**src/rtl/minbd_pkg.sv**
```systemverilog
// minBD shared types and widths for the router pipeline.
// Flit widths are macros so legacy code keeps using them.
`ifndef MINBD_PKG_SV
`define MINBD_PKG_SV
`define WIDTH_FLIT_INT 40
`define WIDTH_FLIT_EXT 42

package minbd_pkg;

  typedef logic [`WIDTH_FLIT_INT-1:0] flit_int_t;

  localparam int SIDE_BUF_DEPTH = 4;

endpackage
`endif

```
**src/rtl/side_buffer_param_if.sv**
```systemverilog
// Side buffer port bundle: two writers, one popper, status flags.
// master = router pipeline, slave = side buffer.
interface side_buffer_param_if
  import minbd_pkg::*;
#(
  parameter int WIDTH = `WIDTH_FLIT_INT,
  parameter int DEPTH = SIDE_BUF_DEPTH,
  parameter int CNT_W = $clog2(DEPTH + 1)
) ();

  logic             redirect_gnt;
  logic [WIDTH-1:0] din_redirect;
  logic             eject_vld;
  logic [WIDTH-1:0] din_eject;
  logic             inject_gnt;
  logic [WIDTH-1:0] dout_inject;
  logic             full;
  logic             empty;
  logic             starve;
  logic [CNT_W-1:0] count;
  logic             ovf_err;
  logic [31:0]      stat_wr_cnt;
  logic [31:0]      stat_starve_cyc;

  modport master (
    output redirect_gnt, din_redirect,
    output eject_vld, din_eject,
    output inject_gnt,
    input  dout_inject, full, empty,
    input  starve, count, ovf_err,
    input  stat_wr_cnt, stat_starve_cyc
  );

  modport slave (
    input  redirect_gnt, din_redirect,
    input  eject_vld, din_eject,
    input  inject_gnt,
    output dout_inject, full, empty,
    output starve, count, ovf_err,
    output stat_wr_cnt, stat_starve_cyc
  );

endinterface

```
**src/rtl/sat_counter.sv**
```systemverilog
// Saturating up-counter with clear; step size 0..2^IW-1.
// Priority: rst, then clr, then increment.
module sat_counter #(
  parameter int            W   = 8,
  parameter int            IW  = 1,
  parameter logic [W-1:0]  MAX = '1
) (
  input  logic          clk,
  input  logic          rst,
  input  logic          clr,
  input  logic [IW-1:0] inc,
  output logic [W-1:0]  cnt
);

  logic [W-1:0] cnt_q;
  logic [W-1:0] cnt_d;
  logic [W:0]   sum;

  always_comb begin
    sum   = {1'b0, cnt_q} + (W+1)'(inc);
    cnt_d = cnt_q;
    if (clr) begin
      cnt_d = '0;
    end else if (sum > {1'b0, MAX}) begin
      cnt_d = MAX;
    end else begin
      cnt_d = sum[W-1:0];
    end
  end

  always_ff @(posedge clk) begin
    if (rst) begin
      cnt_q <= '0;
    end else begin
      cnt_q <= cnt_d;
    end
  end

  assign cnt = cnt_q;

endmodule

```
**src/rtl/side_buffer_param.sv**
```systemverilog
// minBD side buffer: circular FIFO, two writes + one pop per cycle.
// Define SIDE_BUF_STATS_EN to build write/starve statistics counters.
module side_buffer_param
  import minbd_pkg::*;
#(
  parameter int WIDTH     = `WIDTH_FLIT_INT,
  parameter int DEPTH     = SIDE_BUF_DEPTH,
  parameter int STARVE_TH = 8,
  parameter int CNT_W     = $clog2(DEPTH + 1)
) (
  input logic                clk,
  input logic                n_rst,
  side_buffer_param_if.slave bus
);

  localparam int PW = $clog2(DEPTH);
  localparam logic [CNT_W:0] DEPTH_C = (CNT_W+1)'(DEPTH);
  localparam logic [7:0]     TH_C    = 8'(STARVE_TH);

  typedef logic [WIDTH-1:0] word_t;

  word_t            mem_q [DEPTH];
  word_t            mem_d [DEPTH];
  logic [PW-1:0]    rd_ptr_q, rd_ptr_d;
  logic [PW-1:0]    wr_ptr_q, wr_ptr_d;
  logic [PW-1:0]    wr2_ptr;
  logic [CNT_W-1:0] count_q, count_d;
  logic             full_q, full_d;
  logic             empty_q, empty_d;
  logic             ovf_q, ovf_d;
  logic             pop, acc_r, acc_e, drop;
  logic [1:0]       n_acc;
  logic [CNT_W:0]   occ;
  logic [7:0]       stv_cnt;
  logic             starve;

  // Pop frees its slot before writes are checked against capacity.
  always_comb begin
    pop     = bus.inject_gnt & ~empty_q;
    occ     = {1'b0, count_q} - (CNT_W+1)'(pop);
    acc_r   = bus.redirect_gnt & (occ < DEPTH_C);
    acc_e   = bus.eject_vld
            & ((occ + (CNT_W+1)'(acc_r)) < DEPTH_C);
    drop    = (bus.redirect_gnt & ~acc_r)
            | (bus.eject_vld & ~acc_e);
    n_acc   = {1'b0, acc_r} + {1'b0, acc_e};
    wr2_ptr = wr_ptr_q + PW'(acc_r);

    mem_d = mem_q;
    if (acc_r) mem_d[wr_ptr_q] = bus.din_redirect;
    if (acc_e) mem_d[wr2_ptr]  = bus.din_eject;

    rd_ptr_d = rd_ptr_q + PW'(pop);
    wr_ptr_d = wr_ptr_q + PW'(n_acc);
    count_d  = CNT_W'(occ + (CNT_W+1)'(n_acc));
    full_d   = count_d >= CNT_W'(DEPTH - 1);
    empty_d  = count_d == '0;
    ovf_d    = ovf_q | drop;
  end

  always_ff @(posedge clk) begin
    if (n_rst) begin
      rd_ptr_q <= '0;
      wr_ptr_q <= '0;
      count_q  <= '0;
      full_q   <= 1'b0;
      empty_q  <= 1'b1;
      ovf_q    <= 1'b0;
    end else begin
      rd_ptr_q <= rd_ptr_d;
      wr_ptr_q <= wr_ptr_d;
      count_q  <= count_d;
      full_q   <= full_d;
      empty_q  <= empty_d;
      ovf_q    <= ovf_d;
    end
  end

  always_ff @(posedge clk) begin
    mem_q <= mem_d;
  end

  sat_counter #(
    .W   (8),
    .IW  (1),
    .MAX (TH_C)
  ) u_starve_cnt (
    .clk (clk),
    .rst (n_rst),
    .clr (empty_q | bus.inject_gnt),
    .inc (~empty_q & ~bus.inject_gnt),
    .cnt (stv_cnt)
  );

  assign starve = stv_cnt == TH_C;

  assign bus.dout_inject = empty_q ? '0 : mem_q[rd_ptr_q];
  assign bus.full        = full_q;
  assign bus.empty       = empty_q;
  assign bus.starve      = starve;
  assign bus.count       = count_q;
  assign bus.ovf_err     = ovf_q;

`ifdef SIDE_BUF_STATS_EN
  sat_counter #(
    .W   (32),
    .IW  (2),
    .MAX (32'hFFFF_FFFF)
  ) u_stat_wr (
    .clk (clk),
    .rst (n_rst),
    .clr (1'b0),
    .inc (n_acc),
    .cnt (bus.stat_wr_cnt)
  );

  sat_counter #(
    .W   (32),
    .IW  (1),
    .MAX (32'hFFFF_FFFF)
  ) u_stat_starve (
    .clk (clk),
    .rst (n_rst),
    .clr (1'b0),
    .inc (starve),
    .cnt (bus.stat_starve_cyc)
  );
`else
  assign bus.stat_wr_cnt     = '0;
  assign bus.stat_starve_cyc = '0;
`endif

endmodule

```
**src/flat_wrapper.sv**
```systemverilog
// flat-port wrapper written by rule: the top's interface ports become plain ports
module side_buffer_param_flat import minbd_pkg::*;
#(
  parameter int WIDTH     = `WIDTH_FLIT_INT,
  parameter int DEPTH     = SIDE_BUF_DEPTH,
  parameter int STARVE_TH = 8,
  parameter int CNT_W     = $clog2(DEPTH + 1)
)
  (clk, n_rst, bus_redirect_gnt, bus_din_redirect, bus_eject_vld, bus_din_eject, bus_inject_gnt, bus_dout_inject, bus_full, bus_empty, bus_starve, bus_count, bus_ovf_err, bus_stat_wr_cnt, bus_stat_starve_cyc);
  side_buffer_param_if #(.WIDTH(WIDTH), .DEPTH(DEPTH), .CNT_W(CNT_W)) bus_i ();
  input logic clk;
  input logic n_rst;
  input wire logic [$bits(bus_i.redirect_gnt)-1:0] bus_redirect_gnt;
  input wire logic [$bits(bus_i.din_redirect)-1:0] bus_din_redirect;
  input wire logic [$bits(bus_i.eject_vld)-1:0] bus_eject_vld;
  input wire logic [$bits(bus_i.din_eject)-1:0] bus_din_eject;
  input wire logic [$bits(bus_i.inject_gnt)-1:0] bus_inject_gnt;
  output wire logic [$bits(bus_i.dout_inject)-1:0] bus_dout_inject;
  output wire logic [$bits(bus_i.full)-1:0] bus_full;
  output wire logic [$bits(bus_i.empty)-1:0] bus_empty;
  output wire logic [$bits(bus_i.starve)-1:0] bus_starve;
  output wire logic [$bits(bus_i.count)-1:0] bus_count;
  output wire logic [$bits(bus_i.ovf_err)-1:0] bus_ovf_err;
  output wire logic [$bits(bus_i.stat_wr_cnt)-1:0] bus_stat_wr_cnt;
  output wire logic [$bits(bus_i.stat_starve_cyc)-1:0] bus_stat_starve_cyc;
  assign bus_i.redirect_gnt = bus_redirect_gnt;
  assign bus_i.din_redirect = bus_din_redirect;
  assign bus_i.eject_vld = bus_eject_vld;
  assign bus_i.din_eject = bus_din_eject;
  assign bus_i.inject_gnt = bus_inject_gnt;
  assign bus_dout_inject = bus_i.dout_inject;
  assign bus_full = bus_i.full;
  assign bus_empty = bus_i.empty;
  assign bus_starve = bus_i.starve;
  assign bus_count = bus_i.count;
  assign bus_ovf_err = bus_i.ovf_err;
  assign bus_stat_wr_cnt = bus_i.stat_wr_cnt;
  assign bus_stat_starve_cyc = bus_i.stat_starve_cyc;
  side_buffer_param #(.WIDTH(WIDTH), .DEPTH(DEPTH), .STARVE_TH(STARVE_TH), .CNT_W(CNT_W)) u_core (.clk(clk), .n_rst(n_rst), .bus(bus_i));
endmodule
```
**config.mk**
```make
export PLATFORM = sky130hd
export DESIGN_NAME = side_buffer_param_flat
export DESIGN_NICKNAME = d
export VERILOG_FILES = /design/src/rtl/minbd_pkg.sv /design/src/rtl/side_buffer_param_if.sv /design/src/rtl/sat_counter.sv /design/src/rtl/side_buffer_param.sv /design/src/flat_wrapper.sv
export SDC_FILE = /design/constraint.sdc
export NUM_CORES = 1
export LEC_CHECK = 0
export BUFFER_PORTS_ARGS = -buffer_cell sky130_fd_sc_hd__buf_2
export CORE_AREA = 2 2 134 136
export DETAILED_ROUTE_END_ITERATION = 10
export DIE_AREA = 0 0 136 138
export GPL_TIMING_DRIVEN = 0
export PLACE_DENSITY_LB_ADDON = 0.1
export SYNTH_ARGS = -nofsm -noshare
export SYNTH_HDL_FRONTEND = slang
export SYNTH_SLANG_ARGS = --single-unit
export TNS_END_PERCENT = 5
```
**constraint.sdc**
```tcl
create_clock -name clk -period 11.6 [get_ports clk]
set_clock_uncertainty 0.2 [all_clocks]
set_input_delay 1.74 -clock clk [delete_from_list [all_inputs] [get_ports clk]]
set_output_delay 1.74 -clock clk [all_outputs]
set_load 0.01 [all_outputs]
```
# After elaboration in Yosys (flattened, before gate mapping)
# Index checks and enable logic that the tools add are counted.
[totals]
reg_bits = 178
out_inout_bits = 111
[op_classes]
add_sub_neg = 8
n_eq_ne = 1
n_mux = 13
bitwise = 16
n_reduce_logical = 5
order_cmp = 9
[ops]
columns = ["op", "n"]
rows = [
  ["160-bit bitwise mux", 2],
  ["160-bit two-way mux", 2],
  ["40-bit two-way mux", 5],
  ["40-bit demux with 2-bit select", 2],
  ["40-bit binary-select mux with 2-bit select", 1],
  ["8-bit by 1-bit adder with 9-bit output", 1],
  ["3-bit greater-or-equal comparator (second input constant)", 3],
  ["9-bit by 4-bit > comparator with 1-bit output (second input constant)", 1],
  ["2-bit inverter with 3-bit output", 3],
  ["8-bit by 4-bit equality test with 1-bit output (second input constant)", 1],
  ["4-bit by 3-bit < comparator with 1-bit output (second input constant)", 2],
  ["1-bit AND", 6],
  ["3-bit by 1-bit < comparator with 1-bit output (second input constant)", 2],
  ["2-bit by 1-bit adder with 2-bit output", 2],
  ["4-bit by 1-bit adder with 4-bit output", 1],
  ["4-bit two-way mux", 1],
  ["1-bit inverter", 4],
  ["3-bit by 1-bit subtractor with 4-bit output", 1],
  ["3-bit by 2-bit adder with 3-bit output", 1],
  ["3-bit by 2-bit greater-or-equal comparator with 1-bit output (second input constant)", 1],
  ["3-bit logical NOT", 1],
  ["1-bit bitwise OR", 3],
  ["3-bit OR reduction", 1],
  ["1-bit by 1-bit adder with 2-bit output", 1],
  ["3 further kinds", 4],
]

# Logic depth before layout (Yosys ltp)
# Gate-level depths: netlist of the first run.
[depth]
depth_word = 13
ltp_mapped = 18

# Hierarchy
# Synthesis of the first run repeated with hierarchy kept, for this count alone.
[hier_totals]
hier_cells = 1253
area_unflattened_um2 = 10725.3
[modules_own_cells]
columns = ["module", "n_inst", "seq_area_each_um2", "cells_per_inst", "area_each_um2"]
rows = [
  ["side_buffer_param", 1, 3403.3, 1216, 10339.9],
  ["sat_counter", 1, 160.2, 37, 385.4],
]

# Worst setup path after synthesis of the first run
# OpenSTA, ideal clock, no wires.
[synth_path]
path_kind = "input to register"
from = "input bus_inject_gnt"
to = "register u_core.full_q, in the netlist u_core.bus.full"
stages = 16
setup_slack_ps = 6536
required_ps = 11286
t_arrival_ps = 4750
setup_ps = 114
cell_sequence = "nor2b_1 ha_1 ha_1 o31ai_2 buf_4 buf_6 clkbuf_1 nor2_1 ha_1 ha_1 inv_1 fa_1 xnor2_1 xnor2_1 nor2_1 a21o_1"
[synth_via]
elab_chain_len = 10
[synth_rtl]
columns = ["element", "line", "rtl"]
rows = [
  ["start: declaration", "flat_wrapper.sv:17", "input wire logic [$bits(bus_i.inject_gnt)-1:0] bus_inject_gnt;"],
  ["1-bit AND (*)", "side_buffer_param.sv:39", "pop = bus.inject_gnt & ~empty_q;"],
  ["3-bit by 1-bit subtractor with 4-bit output (*)", "side_buffer_param.sv:40", "occ = {1'b0, count_q} - (CNT_W+1)'(pop);"],
  ["4-bit by 3-bit < comparator with 1-bit output", "side_buffer_param.sv:41", "acc_r = bus.redirect_gnt & (occ < DEPTH_C);"],
  ["1-bit AND", "side_buffer_param.sv:41", ""],
  ["4-bit by 1-bit adder with 4-bit output", "side_buffer_param.sv:43", "& ((occ + (CNT_W+1)'(acc_r)) < DEPTH_C);"],
  ["4-bit by 3-bit < comparator with 1-bit output", "side_buffer_param.sv:43", ""],
  ["1-bit AND", "side_buffer_param.sv:43", ""],
  ["1-bit by 1-bit adder with 2-bit output", "side_buffer_param.sv:46", "n_acc = {1'b0, acc_r} + {1'b0, acc_e};"],
  ["3-bit by 2-bit adder with 3-bit output (*)", "side_buffer_param.sv:55", "count_d = CNT_W'(occ + (CNT_W+1)'(n_acc));"],
  ["3-bit by 2-bit greater-or-equal comparator with 1-bit output (*)", "side_buffer_param.sv:56", "full_d = count_d >= CNT_W'(DEPTH - 1);"],
  ["end signal: assignment", "side_buffer_param.sv:73", "full_q <= full_d;"],
  ["end: declaration", "side_buffer_param.sv:28", "logic full_q, full_d;"],
]
# Mark *: on every way between the ends. The rest lies on a longest branch, timed or not.
# A chain may end at the register's enable or synchronous reset.

# Worst setup path in the final report of the first run
# Ends and elaborated chain as after synthesis.

==> run metrics, run 1 <==
share of cells above drive strength 1=about a fifth; ANT nets after route=0; Ports=a little under 200; commonest non-fill, non-tap cell in the layout=dfxtp_1; first-pass GRT wire length=58,000 um; Leak Pwr=between 0.004 and 0.005 uW; TritonCTS clock tree=done; final hold vios=0; Reg clk slew, reported paths=60 ps; Post-synth EDFFs=0; Final Cycle Share=47.9%; Worst Tran Pin Value=just under 800 ps; Synth cell types=36; die area=between 15,000 and 20,000 um^2; DR WL/cell=around 22 um; Mapped Area=around 10,000 um^2; RSZ-0062 raised after global routing=false; clk_lat worst skew=440 ps; core area=roughly 18,000 um^2; asr flop ratio synth=0%; Mapped Cells=approximately 1,200; Hold Path Class=register to register; GP Congestion=roughly 0.94; Seq cells post-synth=around 180; GRT Util Overall=around two fifths; post-CTS setup buffers=0; initial antenna violation count=0; cell taking the most area after synthesis=dfxtp_1; CP arrival=between 5000 and 6000 ps; Max VDD drop=a little under 0.2 mV; largest net degree at the start of global routing=17; Post-CTS Hold Fix Bufs=0; crit path max fanout=10; post-CTS sizing=0; initial core utilization=about three fifths; Max-Cap Viols=0; Syn Area/Cell=8.38 um^2; die height=between 100 and 150 um; critical path launch point type=input pin; H-tree levels=4; Slew headroom=48.6%; vias per cell=approximately 6.7; Pwr Density=about 300 nW/um^2; synth warn=0; Hold Path Cell Cnt=2; Yosys top cell area share=34.2%; Rows=49; area delta synth->final=17.0%; Filler cells=roughly 1,500; DRC violations left=0; CTS Buf Count=17; 1st-iter DRT viols=between 1,500 and 2,000; Reg2Reg Setup Slack=6860 ps; WP depth=17; ant diodes=0; Max stage delay on crit path=570 ps; Final TNS setup=0 ps; Seq/Total Area, Yosys=34.2%; minimum clock period=between 5000 and 6000 ps; top cells by area, synth=dfxtp_1 (34%), or3_1 (10%), a31oi_1 (9.7%); DR vias=11,500; Worst Reg-to-Reg Cells=16; Slew Limit Fails=0; Nets=1,554; vias in the first global route=between 10,000 and 15,000; post-layout util=~70%; CP delay by family, top=adder cells; Die X=about 140 um; commonest non-fill, non-tap cells in the layout=dfxtp_1 (178), or3_1 (166), buf_2 (162), nor4_1 (161), a31oi_1 (161); Crit-path slowest cell=clkbuf_1; wl on met1=13,500 um; Final HPWL DP=24,800 um; CP Data Required Time=approximately 12,000 ps; length of routed met3 wiring=approximately 5200 um; root buf cell=clkbuf_16; met2 wire length=~17,000 um; Critical path buffers and inverters=5; top sig layer=met4; clk buf depth=2; worst setup path class=input pin to register; Max Freq=180 MHz; crit end category=register; cell mode on critical path=ha_1; crit path cell chain=buf_2 -> nor2b_1 -> ha_1 -> ha_1 -> o31ai_2 -> buf_4 -> buf_6 -> clkbuf_1 -> nor2_1 -> ha_1 -> ha_1 -> inv_1 -> fa_1 -> xnor2_1 -> xnor2_1 -> nor2_1 -> a21o_1; routed wire length=about 38,000 um; endpoints failing setup=0; Port Buffers=130; status=completed; Pre-Repair DR Iteration Count=8; top_reg_cell synth=dfxtp_1; CTS sink cnt=178; GRT Residual Overflow=0
[final cells by class]
type	count	area [um^2]	area share (%)
Buffer	227	1210	9.91
Clock buffer	24	502	4.12
Clock inverter	8	76.3	0.626
Inverter	7	26.3	0.216
Multi-Input combinational cell	898	5870	48.2
Sequential cell	178	3560	29.2
Tap cell	229	287	2.35
Timing Repair Buffer	130	651	5.34
[cells in the mapped netlist (11+ instances only)]
master,number
dfxtp_1,178
or3_1,166
a31oi_1,161
nor4_1,161
o21ai_0,160
clkbuf_1,117
buf_4,68
nand2_1,44
nor2b_1,44
mux4_2,40
buf_2,32
nor2_1,11
[cells by family (layout without fill, tap and decap cells)]
group | after synthesis | count (layout) | synth area share, %
AND/OR/NAND/NOR | 443 | 443 | 25.3
buffers and inverters | 234 | 396 | 11.8
multiplexers | 40 | 40 | 8.65
other | 1 | 68 | 0.0360
XOR/XNOR | 8 | 8 | 0.745
flip-flops | 178 | 178 | 34.2
AO/OA/AOI/OAI | 329 | 329 | 17.9
adder cells (fa/ha/maj) | 10 | 10 | 1.27
[worst register-to-register path, cell delays in order, from the launching register on]
cell and delay [ps]:
dfxtp_1 600, nor2b_1 180, ha_1 240, ha_1 330, o31ai_2 370, buf_4 250, buf_6 160, clkbuf_1 580
nor2_1 110, ha_1 360, ha_1 150, inv_1 50, fa_1 430, xnor2_1 150, xnor2_1 210, nor2_1 90
a21o_1 190
[stage by stage]
stage,hold slack [ps],area [um^2],total power [uW],instances,setup slack (ps)
global placement,263,11600,3020,1669,5760
finish,285,12200,3750,1701,6040
floorplan,271,10700,2410,1310,6540
detailed placement,267,11600,3070,1669,5740
global route,309,12200,3910,1701,5800
CTS,284,12200,3640,1701,6120
[worst paths after layout]
| kind | end | from |
|---|---|---|
| max | u_core.bus.full | bus_inject_gnt |
| min | u_core.bus.ovf_err | u_core.bus.ovf_err |
| max reg2reg | u_core.bus.full | u_core.bus.empty |
| min reg2reg | u_core.bus.ovf_err | u_core.bus.ovf_err |
[metal layers]
metal  vias up  GRT usage, %
li1       5039             -
met1      5231          51.1
met2      1017          60.3
met3       180          10.3
met4         0          21.1
met5         -             0
[flip-flops by register name, summed over array words and instances (netlist names)]
signal and cells:
u_core.mem_q 160, u_core.rd_ptr_q 2, u_core.bus.count 3, u_core.u_starve_cnt.cnt 8, u_core.wr_ptr_q 2, u_core.bus.ovf_err 1
u_core.bus.full 1, u_core.bus.empty 1
[report_power, final]
group | total, uW | internal [uW] | switching (uW)
Sequential | 1110 | 946 | 168
Clock | 577 | 324 | 253
Combinational | 2060 | 745 | 1310
Total | 3750 | 2010 | 1730
No activity file was read; power rests on OpenSTA's default activity.
==> inputs of run 2 (changes only) <==
Settings changed: CORE_AREA 2 2 134 136 to 2 2 139 141, DIE_AREA 0 0 136 138 to 0 0 141 143.
Clock period 11.6 ns to 5.6 ns, I/O delays scaled along.
==> run 2 against run 1 <==
Utilization down 4.0 points; critical path depth shrank 1; first-iteration DRC count decreased by 22%; design area barely moved; routed wire length increased by 0.88%; global-route usage decreased by 2.7 points.
==> run metrics, run 2 (same netlist as run 1, synthesis figures left out) <==
TritonCTS clock tree=done (unchanged); H-tree levels=4 (unchanged); Ports=196 (unchanged); Slew Limit Fails=0 (unchanged); Reg with most FFs=u_core.mem_q (unchanged); post-CTS setup buffers=0 (unchanged); Slew headroom=47.5% (was 48.6%); initial core utilization=56.1% (was 59.4%); Final Cycle Share=83.2%; CP Data Required Time=5740 ps (was 11,720 ps); Reg area=3560 um^2 (unchanged); ant diodes=0 (unchanged); Final TNS setup=0 ps (unchanged); power consumption=7760 uW (was 3750 uW); commonest non-fill, non-tap cell in the layout=dfxtp_1 (unchanged); GRT Util Overall=36.8% (was 39.5%); Rows=50 (was 49); final setup margin=942 ps (was 6040 ps); Max VDD drop=0.377 mV (was 0.195 mV); Die X=141 um (was 136 um); endpoints failing setup=0 (unchanged); first-pass GRT wire length=57,500 um (was 58,000 um); final hold vios=0 (unchanged); Port Buffers=130 (unchanged); status=completed (unchanged); Max-Cap Viols=0 (unchanged); critical path launch point type=register (was input pin); routed wire length=38,200 um (was 37,800 um); Setup WS pre-CTS=612 ps (was 5740 ps); largest net degree at the start of global routing=17 (unchanged); clk buf depth=2 (unchanged); placed cells=1,674 (was 1,669); Reg clk slew, reported paths=70 ps (was 60 ps); GP Congestion=0.932 (was 0.941); Final HPWL DP=24,800 um (about the same); DRC violations left=0 (unchanged); minimum clock period=about 4700 ps; DR WL/cell=22.4 um (was 22.2 um); CP arrival=4800 ps (was 5690 ps); crit path max fanout=10 (unchanged); post-CTS sizing=0 (unchanged); clk_lat worst skew=450 ps (was 440 ps); commonest non-fill, non-tap cells in the layout=dfxtp_1 (178), or3_1 (166), buf_2 (162), nor4_1 (161), a31oi_1 (161) (unchanged); Worst Tran Pin Value=788 ps (was 772 ps); Leak Pwr=0.00454 uW (about the same); Pwr Density=637 nW/um^2 (was 308 nW/um^2); area delta synth->final=16.9% (was 17.0%); Hold Worst Slack=271 ps (was 285 ps); share of cells above drive strength 1=21.4% (was 21.3%); core area=18,600 um^2 (was 17,500 um^2); RSZ-0062 raised after global routing=false (unchanged); Multi-input gate area=5870 um^2 (unchanged); worst setup path class=register to register (was input pin to register); Filler cells=1,648 (was 1,510); GRT Residual Overflow=0 (unchanged); ANT nets after route=0 (unchanged); initial antenna violation count=0 (unchanged); root buf cell=clkbuf_16 (unchanged); crit end category=register (unchanged); Hold Path Class=register to register (unchanged); die area=20,200 um^2 (was 18,800 um^2); CTS Buf Count=17 (unchanged); max reg flops=160 (unchanged); Nets=1,554 (unchanged); Post-CTS Hold Fix Bufs=0 (unchanged); 1st-iter DRT viols=1,541 (was 1,964); vias per cell=6.68 (was 6.74); vias in the first global route=10,600 (was 10,900); Pre-Repair DR Iteration Count=6 (was 8); Finished Layout Cells=1,706 (was 1,701); DR vias=11,400 (was 11,500); die height=143 um (was 138 um); Max Freq=roughly 210 MHz; CTS sink cnt=178 (unchanged)
==> run 2: cell type report <==
type / count / share of cell area (%)
multi-input cells: 898 / 48.2
flip-flops and latches: 178 / 29.3
plain buffers: 227 / 9.92
repair buffers: 130 / 5.34
clock buffers: 19 / 3.72
well taps: 234 / 2.41
clock inverters: 13 / 0.894
inverters: 7 / 0.216
==> run 2: worst max-delay path, cell delays in order, from the launching register on <==
cell      delay (ps)
dfxtp_1          600
nor2b_1          140
ha_1             230
ha_1             340
o31ai_2          400
buf_4            260
buf_6            160
clkbuf_1         540
nor2_1           110
ha_1             350
ha_1             150
inv_1             50
fa_1             420
xnor2_1          180
xnor2_1          170
nor2_1            90
a21o_1           180
==> run 2: final timing paths <==
check | startpoint | end | slack, ps | cells after the start
setup / recovery | u_core.bus.empty | u_core.bus.full | 940 | 16
setup reg to reg | u_core.bus.empty | u_core.bus.full | 940 | 16
hold / removal | u_core.bus.ovf_err | u_core.bus.ovf_err | 270 | 2
hold reg to reg | u_core.bus.ovf_err | u_core.bus.ovf_err | 270 | 2
==> run 2: report_power, final <==
group / switching, uW / internal, uW
clock network: 546 / 634
logic: 2730 / 1540
registers: 346 / 1960
total: 3620 / 4140
==> run 2: metal layers <==
metal  vias to the layer above  GRT usage, %  part of all wire, %
li1                       5031             -                    -
met3                       158          8.35                   13
met4                         0          16.9                  3.6
met5                         -             0                    0
met1                      5252          47.1                   37
met2                       954          59.7                   46
==> run 2: through the flow <==
| step | utilization, % | cell area, um^2 |
|---|---|---|
| global route | 65.5 | 12200 |
| global placement | 62.5 | 11600 |
| detailed placement | 62.5 | 11600 |
| finish | 65.5 | 12200 |
| CTS | 65.5 | 12200 |
| floorplan | - | 10700 |
==> inputs of run 3 (changes only) <==
Settings changed: ABC_AREA from default to 1, CORE_AREA 2 2 139 141 to 2 2 149 151, DIE_AREA 0 0 141 143 to 0 0 151 153.
Clock period 5.6 ns to 4.7 ns, I/O delays scaled along.
==> run 3 against run 2 <==
Die area increased by 15%; clock-buffer cell count up 3; register-to-register slack got worse by 670 ps; critical endpoint is now u_core.mem_q[136]; highest routed layer unchanged; worst hold slack improved by 42 ps; clock power is 26% higher; routed wire length rose by 15%; design area is 16% higher; utilization up 0.30 points; total power up 36%; non-clock buffer count increased by 6.
==> run metrics, run 3 <==
1st-iter DRT viols=1,670 (was 1,541); Syn Area/Cell=5.81 um^2 (was 8.38 um^2); clk buf depth=2 (unchanged); Max-Cap Viols=0 (unchanged); Slew headroom=50.0% (was 47.5%); Max Freq=226 MHz (was 215 MHz); CTS sink cnt=178 (unchanged); ant diodes=0 (unchanged); Ports=196 (unchanged); commonest non-fill, non-tap cells in the layout=nand2_1 (912), o21ai_0 (273), buf_2 (188), dfxtp_1 (178), nand4_1 (162) (was dfxtp_1 (178), or3_1 (166), buf_2 (162), nor4_1 (161), a31oi_1 (161)); Filler cells=2,137 (was 1,648); GRT Util Overall=37.5% (was 36.8%); Port Buffers=130 (unchanged); area delta synth->final=15.0% (was 16.9%); H-tree levels=4 (unchanged); status=completed (unchanged); routed wire length=43,800 um (was 38,200 um); GRT Residual Overflow=0 (unchanged); placed cells=2,591 (was 1,674); Nets=2,425 (was 1,554); Final TNS setup=0 ps (unchanged); vias in the first global route=13,300 (was 10,600); share of cells above drive strength 1=13.3% (was 21.4%); Post-CTS Hold Fix Bufs=0 (unchanged); Worst Tran Pin Value=749 ps (was 788 ps); Max stage delay on crit path=400 ps (was 600 ps); Crit-path slowest cell=clkbuf_1 (was dfxtp_1); core area=21,500 um^2 (was 18,600 um^2); cell taking the most area after synthesis=dfxtp_1 (unchanged); Mapped Cells=2,114 (was 1,243); largest family of logic cells by synthesized area=simple AND/OR/NAND/NOR gates (unchanged); largest net degree at the start of global routing=17 (unchanged); Sequential Power Share=24.1% (was 29.7%); mux share of post-synthesis cell area=0% (was 8.65%); Slew Limit Fails=0 (unchanged); adder-cell share of the synthesized area=1.08% (was 1.27%); Rows=54 (was 50); first-pass GRT wire length=68,600 um (was 57,500 um); die area=23,100 um^2 (was 20,200 um^2); die height=153 um (was 143 um); Clock power frac=14.1% (was 15.2%); Reg with most FFs=u_core.mem_q (unchanged); CP arrival=4570 ps (was 4800 ps); RSZ-0062 raised after global routing=false (unchanged); Finished Layout Cells=2,623 (was 1,706); endpoints failing setup=0 (unchanged); crit end category=register (unchanged); vias per cell=5.59 (was 6.68); Pre-Repair DR Iteration Count=11 (was 6); Hold Path Class=register to register (unchanged); crit path max fanout=11 (was 10); Synth Area in Simple Gates=40.4% (was 25.3%); asr flop ratio synth=0% (unchanged); P_sw=5610 uW (was 3620 uW); Synth cell types=30 (was 36); Pwr Density=747 nW/um^2 (was 637 nW/um^2); TritonCTS clock tree=done (unchanged); P_int=4960 uW (was 4140 uW); CTS Buf Count=17 (unchanged); synth warn=0 (unchanged); top cells by area, synth=dfxtp_1 (29%), nand2_1 (28%), o21ai_0 (11%) (was dfxtp_1 (34%), or3_1 (10%), a31oi_1 (9.7%)); initial core utilization=57.2% (was 56.1%); DRC violations left=0 (unchanged); clk_lat worst skew=440 ps (was 450 ps); XOR/XNOR share of the synthesized area=0.356% (was 0.745%); Post-synth EDFFs=0 (unchanged); DR vias=14,700 (was 11,400); critical path launch point type=register (unchanged); CP Data Required Time=4840 ps (was 5740 ps); DR WL/cell=16.7 um (was 22.4 um); root buf cell=clkbuf_16 (unchanged); max reg flops=160 (unchanged); Reg clk slew, reported paths=70 ps (about the same); final hold vios=0 (unchanged); initial antenna violation count=0 (unchanged); Combinational Power Share=61.7% (was 55.1%); Seq cells post-synth=178 (unchanged); top-count cell post-synth=nand2_1 (was dfxtp_1); crit path cell chain=clkbuf_1 -> clkbuf_2 -> nor2_1 -> ha_1 -> ha_1 -> nand2_1 -> nand3_2 -> nor2_4 -> buf_2 -> buf_2 -> ha_1 -> xnor2_1 -> buf_4 -> nand3_1 -> buf_2 -> nand2_1 -> nand2_1 (was nor2b_1 -> ha_1 -> ha_1 -> o31ai_2 -> buf_4 -> buf_6 -> clkbuf_1 -> nor2_1 -> ha_1 -> ha_1 -> inv_1 -> fa_1 -> xnor2_1 -> xnor2_1 -> nor2_1 -> a21o_1); minimum clock period=4430 ps (was 4660 ps); Max VDD drop=0.540 mV (was 0.377 mV); Synth Area in Compound Gates=15.0% (was 17.9%); Yosys top cell area share=29.0% (was 34.2%); ANT nets after route=0 (unchanged); worst setup path class=register to register (unchanged); Final HPWL DP=29,900 um (was 24,800 um); Leak Pwr=0.00742 uW (was 0.00454 uW); Mapped Area=12,300 um^2 (was 10,400 um^2); sw frac=53.1% (was 46.7%); commonest non-fill, non-tap cell in the layout=nand2_1 (was dfxtp_1); Die X=151 um (was 141 um); Seq/Total Area, Yosys=29.0% (was 34.2%); top_reg_cell synth=dfxtp_1 (unchanged); GP Congestion=0.948 (was 0.932); Final Cycle Share=94.2% (was 83.2%); Synth top cells by count=nand2_1 (912), o21ai_0 (273), dfxtp_1 (178), nand4_1 (162), inv_1 (112) (was dfxtp_1 (178), or3_1 (166), a31oi_1 (161), nor4_1 (161), o21ai_0 (160)); post-CTS setup buffers=0 (unchanged)
## run 3: cell types whose count changed after synthesis, sizes merged, moves of 40 or more
| cell | before | now |
|---|---|---|
| inv | 7 | 118 |
| nor2b | 44 | 0 |
| mux4 | 40 | 0 |
| nor4 | 161 | 1 |
| o21ai | 160 | 283 |
| or3 | 166 | 0 |
| nor2 | 11 | 102 |
| nand4 | 0 | 162 |
| a21oi | 4 | 84 |
| a31oi | 161 | 0 |
| nand2 | 44 | 912 |
## run 3: routing by layer
metal  vias to the layer above  part of all wire [%]  global-route usage [%]
li1                       7131                     -                       -
met1                      6492                    40                    48.9
met4                         0                   4.4                    18.5
met5                         -                     0                       0
met3                       153                    12                    10.2
met2                       893                    44                    56.9
## run 3: repair_timing
action | 4_1_cts | 5_1_grt
gates resized for setup | 0 | 10
endpoints found under the setup margin | 0 | 138
endpoints found under the hold margin | 0 | 0
## run 3: kinds of logic (layout without fill, tap and decap cells)
| family | count (synthesis) | after routing |
|---|---|---|
| AND/OR/NAND/NOR | 1200 | 1200 |
| AO/OA/AOI/OAI | 368 | 368 |
| buffers and inverters | 352 | 514 |
| flip-flops | 178 | 178 |
| adder cells (fa/ha/maj) | 10 | 10 |
| XOR/XNOR | 5 | 5 |
| other | 1 | 68 |
## run 3: worst paths after layout
path / start / endpoint / slack, ps / cells past startpoint
worst min-delay path: u_core.bus.ovf_err / u_core.bus.ovf_err / 310 / 2
worst max register to register: u_core.bus.empty / u_core.mem_q[136] / 270 / 17
worst min register to register: u_core.bus.ovf_err / u_core.bus.ovf_err / 310 / 2
worst max-delay path: u_core.bus.empty / u_core.mem_q[136] / 270 / 17
## run 3: power by group through the flow
stage	Combinational (uW)	Sequential, uW	Clock (uW)
final	6520	2550	1490
after CTS	6280	2530	1470
after global placement	6090	2540	0
after global routing	7210	2610	1540
after detailed placement	6240	2560	0
after floorplan	4430	2500	0
## run 3: worst max-delay path, delay by kind of cell (launching register included)
kind / cells / cell delay, ps
adders and majority gates: 3 / 630
buffers and inverters: 6 / 1980
xor gates and xnor gates: 1 / 150
and+or+nand+nor: 7 / 1010
DFF: 1 / 330
## run 3: layout make-up
type	count	area (um^2)	share of cell area (%)
inverters	119	447	3.16
multi-input cells	1651	7250	51.3
clock inverters	10	126	0.894
clock buffers	22	464	3.28
plain buffers	233	1290	9.13
well taps	280	350	2.48
repair buffers	130	651	4.60
flip-flops and latches	178	3560	25.2
## run 3: metrics by stage
step | hold WS (ps) | utilization (%) | cell area, um^2 | worst slack, ps | power, uW
after floorplan | 316 | - | 12500 | 1150 | 6930
after global placement | 287 | 63.0 | 13500 | 329 | 8630
after detailed placement | 299 | 63.0 | 13500 | 255 | 8800
after CTS | 316 | 65.8 | 14100 | 235 | 10300
after global routing | 347 | 65.8 | 14100 | 14.2 | 11400
final | 313 | 65.8 | 14100 | 270 | 10600
